<file path="src/rtl/fp_rr_arbiter_gen2.sv">
// -----------------------------------------------------------------------------
// fp_rr_arbiter_gen2
// Two-class (H = time-triggered, L = rate-constrained/best-effort) grant
// arbiter with fixed priority between classes, round-robin inside each class,
// a bounded H streak while L is waiting, an offer timeout and a one-cycle
// guard gap between grants.
//
// Parameters
//   N_H   : number of H channels (1..8)
//   N_L   : number of L channels (1..8)
//   MAX_H : consecutive H services allowed while any L is ready (0 = strict)
//   TMO   : cycles an offered grant waits for go before it is withdrawn
//
// Ports
//   clk          : clock, rising edge
//   rst          : asynchronous active-high reset
//   bool_ready_H : per-channel request, H class
//   bool_go_H    : per-channel transmitting indication, H class
//   bool_ready_L : per-channel request, L class
//   bool_go_L    : per-channel transmitting indication, L class
//   ena_n_H      : active-low grant, H class
//   ena_n_L      : active-low grant, L class
//   active       : granted class, 00 none / 01 H / 10 L
//   channel      : granted index within its class, 0 when nothing granted
//   err_go       : one-cycle pulse after a stray or multiple go
// -----------------------------------------------------------------------------
module fp_rr_arbiter_gen2 #(
  parameter int N_H   = 1,
  parameter int N_L   = 3,
  parameter int MAX_H = 4,
  parameter int TMO   = 8
) (
  input  logic           clk,
  input  logic           rst,
  input  logic [N_H-1:0] bool_ready_H,
  input  logic [N_H-1:0] bool_go_H,
  input  logic [N_L-1:0] bool_ready_L,
  input  logic [N_L-1:0] bool_go_L,
  output logic [N_H-1:0] ena_n_H,
  output logic [N_L-1:0] ena_n_L,
  output logic [1:0]     active,
  output logic [3:0]     channel,
  output logic           err_go
);

  typedef enum logic [1:0] {
    IDLE  = 2'd0,
    OFFER = 2'd1,
    BUSY  = 2'd2
  } state_t;

  localparam logic [1:0] ACT_NONE = 2'b00;
  localparam logic [1:0] ACT_H    = 2'b01;
  localparam logic [1:0] ACT_L    = 2'b10;

  state_t         state_q, state_d;
  logic [N_H-1:0] ena_n_H_q, ena_n_H_d;
  logic [N_L-1:0] ena_n_L_q, ena_n_L_d;
  logic [1:0]     active_q, active_d;
  logic [3:0]     channel_q, channel_d;
  logic           err_go_q, err_go_d;
  logic [3:0]     h_streak_q, h_streak_d;
  logic [7:0]     wait_q, wait_d;
  logic [2:0]     ptr_H_q, ptr_H_d;
  logic [2:0]     ptr_L_q, ptr_L_d;
  // Holds off granting for the first edge after reset release.
  logic           post_rst_q;

  // Inputs and grants widened to 8 bits so variable indexing is uniform.
  logic [7:0]  rdy_h8_s, rdy_l8_s, go_h8_s, go_l8_s, gnt_h8_s, gnt_l8_s;
  logic [15:0] go_all_s, gnt_all_s;
  logic        any_h_s, any_l_s, sel_l_s;
  logic [2:0]  pick_h_s, pick_l_s;
  logic [7:0]  oh_h_s, oh_l_s;
  logic        granted_go_s, granted_ready_s, release_s;

  assign rdy_h8_s  = 8'(bool_ready_H);
  assign rdy_l8_s  = 8'(bool_ready_L);
  assign go_h8_s   = 8'(bool_go_H);
  assign go_l8_s   = 8'(bool_go_L);
  assign gnt_h8_s  = 8'(~ena_n_H_q);
  assign gnt_l8_s  = 8'(~ena_n_L_q);
  assign go_all_s  = {go_l8_s, go_h8_s};
  assign gnt_all_s = {gnt_l8_s, gnt_h8_s};

  // Round-robin search per class: start at ptr+1, first ready channel wins.
  always_comb begin
    int idx;
    idx      = 0;
    any_h_s  = 1'b0;
    pick_h_s = 3'd0;
    any_l_s  = 1'b0;
    pick_l_s = 3'd0;
    for (int i = 0; i < N_H; i++) begin
      idx      = (int'(ptr_H_q) + 1 + i) % N_H;
      pick_h_s = (!any_h_s && rdy_h8_s[idx[2:0]]) ? idx[2:0] : pick_h_s;
      any_h_s  = any_h_s | rdy_h8_s[idx[2:0]];
    end
    for (int i = 0; i < N_L; i++) begin
      idx      = (int'(ptr_L_q) + 1 + i) % N_L;
      pick_l_s = (!any_l_s && rdy_l8_s[idx[2:0]]) ? idx[2:0] : pick_l_s;
      any_l_s  = any_l_s | rdy_l8_s[idx[2:0]];
    end
  end

  // L wins when no H is asking, or when the H streak budget is used up.
  assign sel_l_s = any_l_s &&
                   (!any_h_s || ((MAX_H != 0) && (h_streak_q == 4'(MAX_H))));
  assign oh_h_s  = 8'd1 << pick_h_s;
  assign oh_l_s  = 8'd1 << pick_l_s;

  // Go/ready of the currently granted channel (from registered grant state).
  assign granted_go_s = |(go_all_s & gnt_all_s);

  // Ready of the granted channel, looked up by class and index.
  always_comb begin
    case (active_q)
      ACT_H:   granted_ready_s = rdy_h8_s[channel_q[2:0]];
      ACT_L:   granted_ready_s = rdy_l8_s[channel_q[2:0]];
      default: granted_ready_s = 1'b0;
    endcase
  end

  // Stray go (not the granted channel) or more than one go raises err_go.
  assign err_go_d = (|(go_all_s & ~gnt_all_s)) ||
                    ((go_all_s & (go_all_s - 16'd1)) != 16'd0);

  // Next-state and next-output logic of the grant FSM.
  always_comb begin
    state_d    = state_q;
    ena_n_H_d  = ena_n_H_q;
    ena_n_L_d  = ena_n_L_q;
    active_d   = active_q;
    channel_d  = channel_q;
    wait_d     = wait_q;
    ptr_H_d    = ptr_H_q;
    ptr_L_d    = ptr_L_q;
    h_streak_d = h_streak_q;
    release_s  = 1'b0;

    case (state_q)
      IDLE: begin
        if ((any_h_s || any_l_s) && !post_rst_q) begin
          state_d = OFFER;
          wait_d  = 8'd0;
          if (sel_l_s) begin
            active_d  = ACT_L;
            channel_d = {1'b0, pick_l_s};
            ena_n_L_d = ~oh_l_s[N_L-1:0];
            ena_n_H_d = '1;
          end else begin
            active_d  = ACT_H;
            channel_d = {1'b0, pick_h_s};
            ena_n_H_d = ~oh_h_s[N_H-1:0];
            ena_n_L_d = '1;
          end
        end else begin
          release_s = 1'b1;
        end
      end
      OFFER: begin
        if (granted_go_s) begin
          state_d = BUSY;
          if (active_q == ACT_H) begin
            ptr_H_d = channel_q[2:0];
            // Streak only counts H services that actually kept L waiting.
            if (any_l_s) begin
              h_streak_d = (h_streak_q >= 4'(MAX_H)) ? 4'(MAX_H)
                                                     : h_streak_q + 4'd1;
            end else begin
              h_streak_d = 4'd0;
            end
          end else begin
            ptr_L_d    = channel_q[2:0];
            h_streak_d = 4'd0;
          end
        end else if (!granted_ready_s) begin
          state_d   = IDLE;
          release_s = 1'b1;
        end else if (wait_q == 8'(TMO - 1)) begin
          // Withdraw and move the pointer past the unresponsive channel.
          state_d   = IDLE;
          release_s = 1'b1;
          if (active_q == ACT_H) begin
            ptr_H_d = channel_q[2:0];
          end else begin
            ptr_L_d = channel_q[2:0];
          end
        end else begin
          wait_d = wait_q + 8'd1;
        end
      end
      BUSY: begin
        if (!granted_go_s) begin
          state_d   = IDLE;
          release_s = 1'b1;
        end else begin
          state_d = BUSY;
        end
      end
      default: begin
        state_d   = IDLE;
        release_s = 1'b1;
      end
    endcase

    ena_n_H_d = release_s ? '1       : ena_n_H_d;
    ena_n_L_d = release_s ? '1       : ena_n_L_d;
    active_d  = release_s ? ACT_NONE : active_d;
    channel_d = release_s ? 4'd0     : channel_d;
  end

  // State and output registers with asynchronous reset.
  always_ff @(posedge clk or posedge rst) begin
    if (rst) begin
      state_q    <= IDLE;
      ena_n_H_q  <= '1;
      ena_n_L_q  <= '1;
      active_q   <= ACT_NONE;
      channel_q  <= 4'd0;
      err_go_q   <= 1'b0;
      h_streak_q <= 4'd0;
      wait_q     <= 8'd0;
      ptr_H_q    <= 3'(N_H - 1);
      ptr_L_q    <= 3'(N_L - 1);
      post_rst_q <= 1'b1;
    end else begin
      state_q    <= state_d;
      ena_n_H_q  <= ena_n_H_d;
      ena_n_L_q  <= ena_n_L_d;
      active_q   <= active_d;
      channel_q  <= channel_d;
      err_go_q   <= err_go_d;
      h_streak_q <= h_streak_d;
      wait_q     <= wait_d;
      ptr_H_q    <= ptr_H_d;
      ptr_L_q    <= ptr_L_d;
      post_rst_q <= 1'b0;
    end
  end

  assign ena_n_H = ena_n_H_q;
  assign ena_n_L = ena_n_L_q;
  assign active  = active_q;
  assign channel = channel_q;
  assign err_go  = err_go_q;

endmodule

</file>
<file path="config.mk">
export PLATFORM = sky130hd
export DESIGN_NAME = fp_rr_arbiter_gen2
export DESIGN_NICKNAME = d
export VERILOG_FILES = /design/src/rtl/fp_rr_arbiter_gen2.sv
export SDC_FILE = /design/constraint.sdc
export NUM_CORES = 1
export LEC_CHECK = 0
export ABC_AREA = 1
export CORE_ASPECT_RATIO = 0.6
export CORE_UTILIZATION = 65
export CTS_BUF_LIST = sky130_fd_sc_hd__clkbuf_16
export DETAILED_ROUTE_END_ITERATION = 8
export GPL_TIMING_DRIVEN = 0
export PLACE_DENSITY = 0.9
export SLEW_MARGIN = 20
export SYNTH_ARGS = -nofsm -noshare
export SYNTH_HDL_FRONTEND = slang
export SYNTH_SLANG_ARGS = --single-unit
</file>
<file path="constraint.sdc">
create_clock -name clk -period 14.1 [get_ports clk]
set_input_delay 2.82 -clock clk [delete_from_list [all_inputs] [get_ports clk]]
set_output_delay 2.82 -clock clk [all_outputs]
set_load 0.01 [all_outputs]
</file>
* Word level (Yosys, flattened, before mapping)
Index checks and enable logic that the tools add are counted.
Word-level totals: bits in read-only memories 0, bits of input ports 10, latch bits 0, output and inout port bits 11, memories 0, RAM bits 0, register bits 29
Cells by class: order comparisons 5, muxes and demuxes 54, bitwise operators 9, reduce and logical (&&, ||, !) cells 25, add/subtract/negate cells 6, equal/unequal tests 11, shift operators 1, multipliers 0, divide/modulo/power cells 3
Operators by type and width (number):
- $mod A32 B3 Y32 const B | 3
- $and A11 B16 Y16 | 3
- $mux W3 | 12
- $add A32 B2 Y32 const B | 1
- $mux W8 | 4
- $reduce_or A16 Y1 | 2
- $mux W4 | 6
- $mux W2 | 9
- $lt A3 B4 Y1 const B | 4
- $not A16 Y16 | 1
- $pmux W8 S2 | 1
- $reduce_bool A16 Y1 | 1
- $bmux W1 S3 | 5
- $mux W1 | 14
- $sub A11 B1 Y12 const B | 1
- $reduce_bool A2 Y1 | 5
- $add A8 B1 Y8 const B | 1
- $eq A8 B3 Y1 const B | 1
- $ne A2 B2 Y1 const B | 4
- $not A1 Y8 | 1
- $not A3 Y8 | 1
- $pmux W2 S3 | 1
- $reduce_and A2 Y1 | 3
- $add A4 B2 Y5 const B | 1
- 18 further kinds | 29

* Depth between registers and ports, before layout
depth in word-level cells 15, gate-level depth with buffers 42

* Worst setup path after synthesis
OpenSTA, ideal clock, no wires.
path type reg-to-reg, start point reg ptr_L_q[1], end point reg wait_q[6], period minus slack after synthesis 5065 ps, path slack 9035 ps, library setup time 119 ps, data arrival time 4946 ps, cell stages (with the launch flop) 41, cell sequence dfstp_2 ha_1 or2_1 nand2_4 inv_2 ha_1 nand4_1 nand2_2 inv_2 ha_1 nand2_2 nand2_2 nand2_2 nand2_4 ha_1 inv_1 nand3_1 nand2_1 [... 5 more ...] inv_1 ha_1 nor3_2 nand3_1 nor2_2 nand3_2 nand2_1 nand2_2 nand2_1 nand2_1 nand3_2 nand3_2 nand2_2 nand2_4 nand2_4 inv_4 nand2_1 o21ai_2
Between the ends: longest elaborated chain between the ends 11, elaborated cells between the ends (all ways) 18, classes of those cells 3 x add/sub; 3 x div; 1 x eq/ne; 6 x mux; 2 x bitwise; 3 x reduce/logical
RTL lines:
- start, declared | RTL line 65 | logic [2:0] ptr_L_q, ptr_L_d;
- start signal, assigned | RTL line 225 | ptr_L_q <= 3'(N_L - 1);
- start signal, assigned | RTL line 237 | ptr_L_q <= ptr_L_d;
- $add A3 B1 Y4 * | RTL line 100 | idx = (int'(ptr_L_q) + 1 + i) % N_L;
- $add A32 B2 Y32 | RTL line 100
- $mod A32 B3 Y32 | RTL line 100
- $bmux W1 S3 | RTL line 102 | any_l_s = any_l_s | rdy_l8_s[idx[2:0]];
- $mux W1 (not written as such) | RTL line 102
- $or A1 B1 Y1 | RTL line 102
- $or A1 B1 Y1 * | RTL line 102
- $logic_or A1 B1 Y1 * | RTL line 143 | if ((any_h_s || any_l_s) && !post_rst_q) begin
- $logic_and A1 B1 Y1 * | RTL line 143
- $ne A2 B2 Y1 (no source line) *
- $reduce_and A5 Y1 (no source line) *
- end signal, assigned | RTL line 235 | wait_q <= wait_d;
- end, declared | RTL line 63 | logic [7:0] wait_q, wait_d;
Mark *: on every way between the ends. The rest lies on a longest branch, timed or not. The select of a mux whose other input is x is not followed. A chain may end at the register's enable or synchronous reset.

* Final worst setup path
start point reg ptr_L_q[0], end point reg wait_q[7]
The elaborated chain is that of the path after synthesis.

==> flow_metrics.tcl <==
set metrics [dict create \
    outcome "finished, final reports clean" \
    period_needed_ns 5.88 \
    min_path_cells 2 \
    post_cts_buffers 0 \
    start_util 0.710 \
    numPortBuffers 19 \
    cts_buffer_depth 2 \
    clock-sinks 28 \
    yosysWarnings 0 \
    min_from "ena_n_L[1]" \
    ctsHoldBuffers 0 \
    vias 3020 \
    antenna_found_initial 0 \
    finalSetupViolations 0 \
    die_w_um 90.5 \
    endpoint_kind "flip-flop" \
    finalHoldViolations 0 \
    crit-reg2reg-launch "ptr_L_q[0]" \
    syn_avg_cell_area_sq_um 7.02 \
    synthAdderAreaFrac 0.115 \
    ys_seq_area_frac 0.232 \
    rows 18 \
    cp-start-kind "flip-flop" \
    rsz0062_at_grt "false" \
    rr_worst_depth 39 \
    cpPeakStageDelay_ns 0.52 \
    worstMarginPinSlew_ns 0.790 \
    core_sq_um 4300 \
    overflow 0 \
    r2r_slack_ns 8.22 \
    clkLatencyLatePin_ns 0.27 \
    synth-compound-area-share 0.105 \
    regArea_sq_um 708 \
    area_growth_pct 11.4 \
    yosysUniqueCellTypes 49 \
    crit_required_ns 14.26 \
    timing.fmax_ghz 0.170 \
    drtIter0Drc 312 \
    fill_cells 278 \
    slowest_stage "dfrtp_1" \
    ys_ff_latch 28 \
    synth_edf_count 0 \
    cts-resized-gates 0 \
    synthSimpleGateAreaFrac 0.393 \
    max_cap_violations 0 \
    synth_xor_area_frac 0.0377 \
    drt_first_pass_iters 5 \
    n_antenna_cell 0 \
    ys.flop_type "dfrtp_1" \
    netlist_area_sq_um 3060 \
    htreeDepth 1 \
    synth-async-reset-ratio 1.00 \
    setup_tns_ns 0 \
    path_clk_slew_ns 0.07 \
    whs_endpoint "ena_n_L[1]" \
    syn_inst 435 \
    nets 498 \
    grt_max_degree 29 \
    place.gp.congestion 0.863 \
    relSlewSlack 0.470 \
    cp_max_fo 10 \
    antenna_left 0 \
    arrival_ns 6.04 \
    num_io_pins 21 \
    grt_pass1_vias 2611 \
    vias_per_cell 5.82 \
    synthMuxAreaShare 0.00737 \
    multi_input_area_sq_um 2020 \
    drc 0 \
    grt_util_all_layers 0.316 \
    drive_gt1_frac 0.194 \
    clockRootBuffer "clkbuf_16" \
    cts_buffers 3 \
    crit_type "flip-flop to flip-flop" \
    cts_tree "done" \
    synth_top_family_by_area "simple AND/OR/NAND/NOR gates" \
    grt_pass1_wl_um 12200 \
    crit-reg2reg-capture "wait_q[7]" \
    routed_wl_um 7530 \
    dieHeight_um 55.1 \
    dieArea_sq_um 4990 \
    dpl.hpwl_um 5660 \
    fin_worst_skew_ns 0.00381 \
    hp-class "flip-flop to flip-flop" \
    finalMaxSlewViolations 0 \
    wl_per_cell_um 14.5 \
    min_period_over_period 0.417 \
]
[how the worst max path moves through the flow]
stage                       from          to  slack (ns)  cells past startpoint
floorplan             ptr_L_q[1]   wait_q[6]        9.03                     40
global placement    bool_ready_H  channel[0]        8.43                     12
detailed placement  bool_ready_H  channel[0]        8.27                     12
CTS                   ptr_L_q[1]   wait_q[7]        8.35                     40
global route          ptr_L_q[0]  ena_n_L[2]        7.75                     37
finish                ptr_L_q[0]   wait_q[7]        8.22                     39
[critical path: cells and delay by family, from the launching register on]
family          cells  cell delay [ns]
compound gates      1             0.05
xor+xnor            1             0.20
fa+ha+maj           6             1.50
buf+inv             7             0.74
flops               1             0.52
simple gates       24             2.75
[cells in the mapped netlist, drive strengths merged (4+ instances only)]
| cell type | count | share of area |
|---|---|---|
| nand4 | 10 | 0.023 |
| inv | 81 | 0.10 |
| ha | 28 | 0.11 |
| dfstp | 6 | 0.052 |
| nand3 | 37 | 0.084 |
| nand2 | 120 | 0.18 |
| a21oi | 8 | 0.016 |
| o31ai | 4 | 0.011 |
| nor2 | 49 | 0.080 |
| xor2 | 9 | 0.032 |
| o21ai | 25 | 0.046 |
| nor3 | 10 | 0.020 |
| dfrtp | 22 | 0.18 |
| o22ai | 5 | 0.010 |
[layout make-up]
cell class                      count  area share
Clock inverter                      1     0.00110
Timing Repair Buffer               19      0.0559
Buffer                              3     0.00699
Tap cell                           60      0.0221
Sequential cell                    28       0.208
Multi-Input combinational cell    323       0.593
Inverter                           82      0.0912
Clock buffer                        3      0.0221
[sequential cells by signal, indices dropped and copies added (netlist names)]
signal / count
wait_q: 8
h_streak_q: 4
channel: 3
ena_n_L: 3
ptr_L_q: 3
active: 2
state_q: 2
ena_n_H: 1
err_go: 1
post_rst_q: 1
[kinds of logic (layout without fill, tap and decap cells)]
group | Yosys count | count (layout)
compound gates | 50 | 50
other cells | 1 | 2
buf+inv | 85 | 108
simple gates | 231 | 231
fa+ha+maj | 28 | 28
mux | 1 | 1
flops | 28 | 28
xor+xnor | 11 | 11
[layer usage]
layer  vias up  global-route usage  part of all wire
li1       1445                   -                 -
met1      1368               0.441              0.47
met2       170               0.515              0.42
met3        37              0.0615             0.082
met4         0              0.0726             0.029
met5         -                   0                 0
[stage by stage]
step	instances	instance area [sq um]	hold WS (ns)	worst slack [ns]	utilization
floorplan	436	3060	0.484	9.03	-
global placement	515	3320	0.499	8.43	0.773
detailed placement	515	3320	0.498	8.27	0.773
CTS	519	3400	0.510	8.35	0.791
global route	519	3400	0.522	7.75	0.791
finish	519	3400	0.512	8.22	0.791
[placed cells by master (no fill, tap or decap), types with 3 or more instances in the layout]
cell type        count
a21oi_1              6
clkbuf_16            3
clkdlybuf4s50_1     19
dfrtp_1             22
dfstp_2              6
ha_1                28
inv_1               63
inv_2               17
nand2_1             97
nand2_2             17
nand2_4              6
nand3_1             26
nand3_2              9
nand4_1              9
nor2_1              38
nor2_2               6
nor2_4               4
nor3_1               8
o21ai_0             10
o21ai_1             11
o21ai_2              4
o22ai_1              5
o31ai_1              3
xor2_1               8
Power is not shown: default switching activity piles up to over one toggle a cycle in this logic, so the estimate is an artifact.
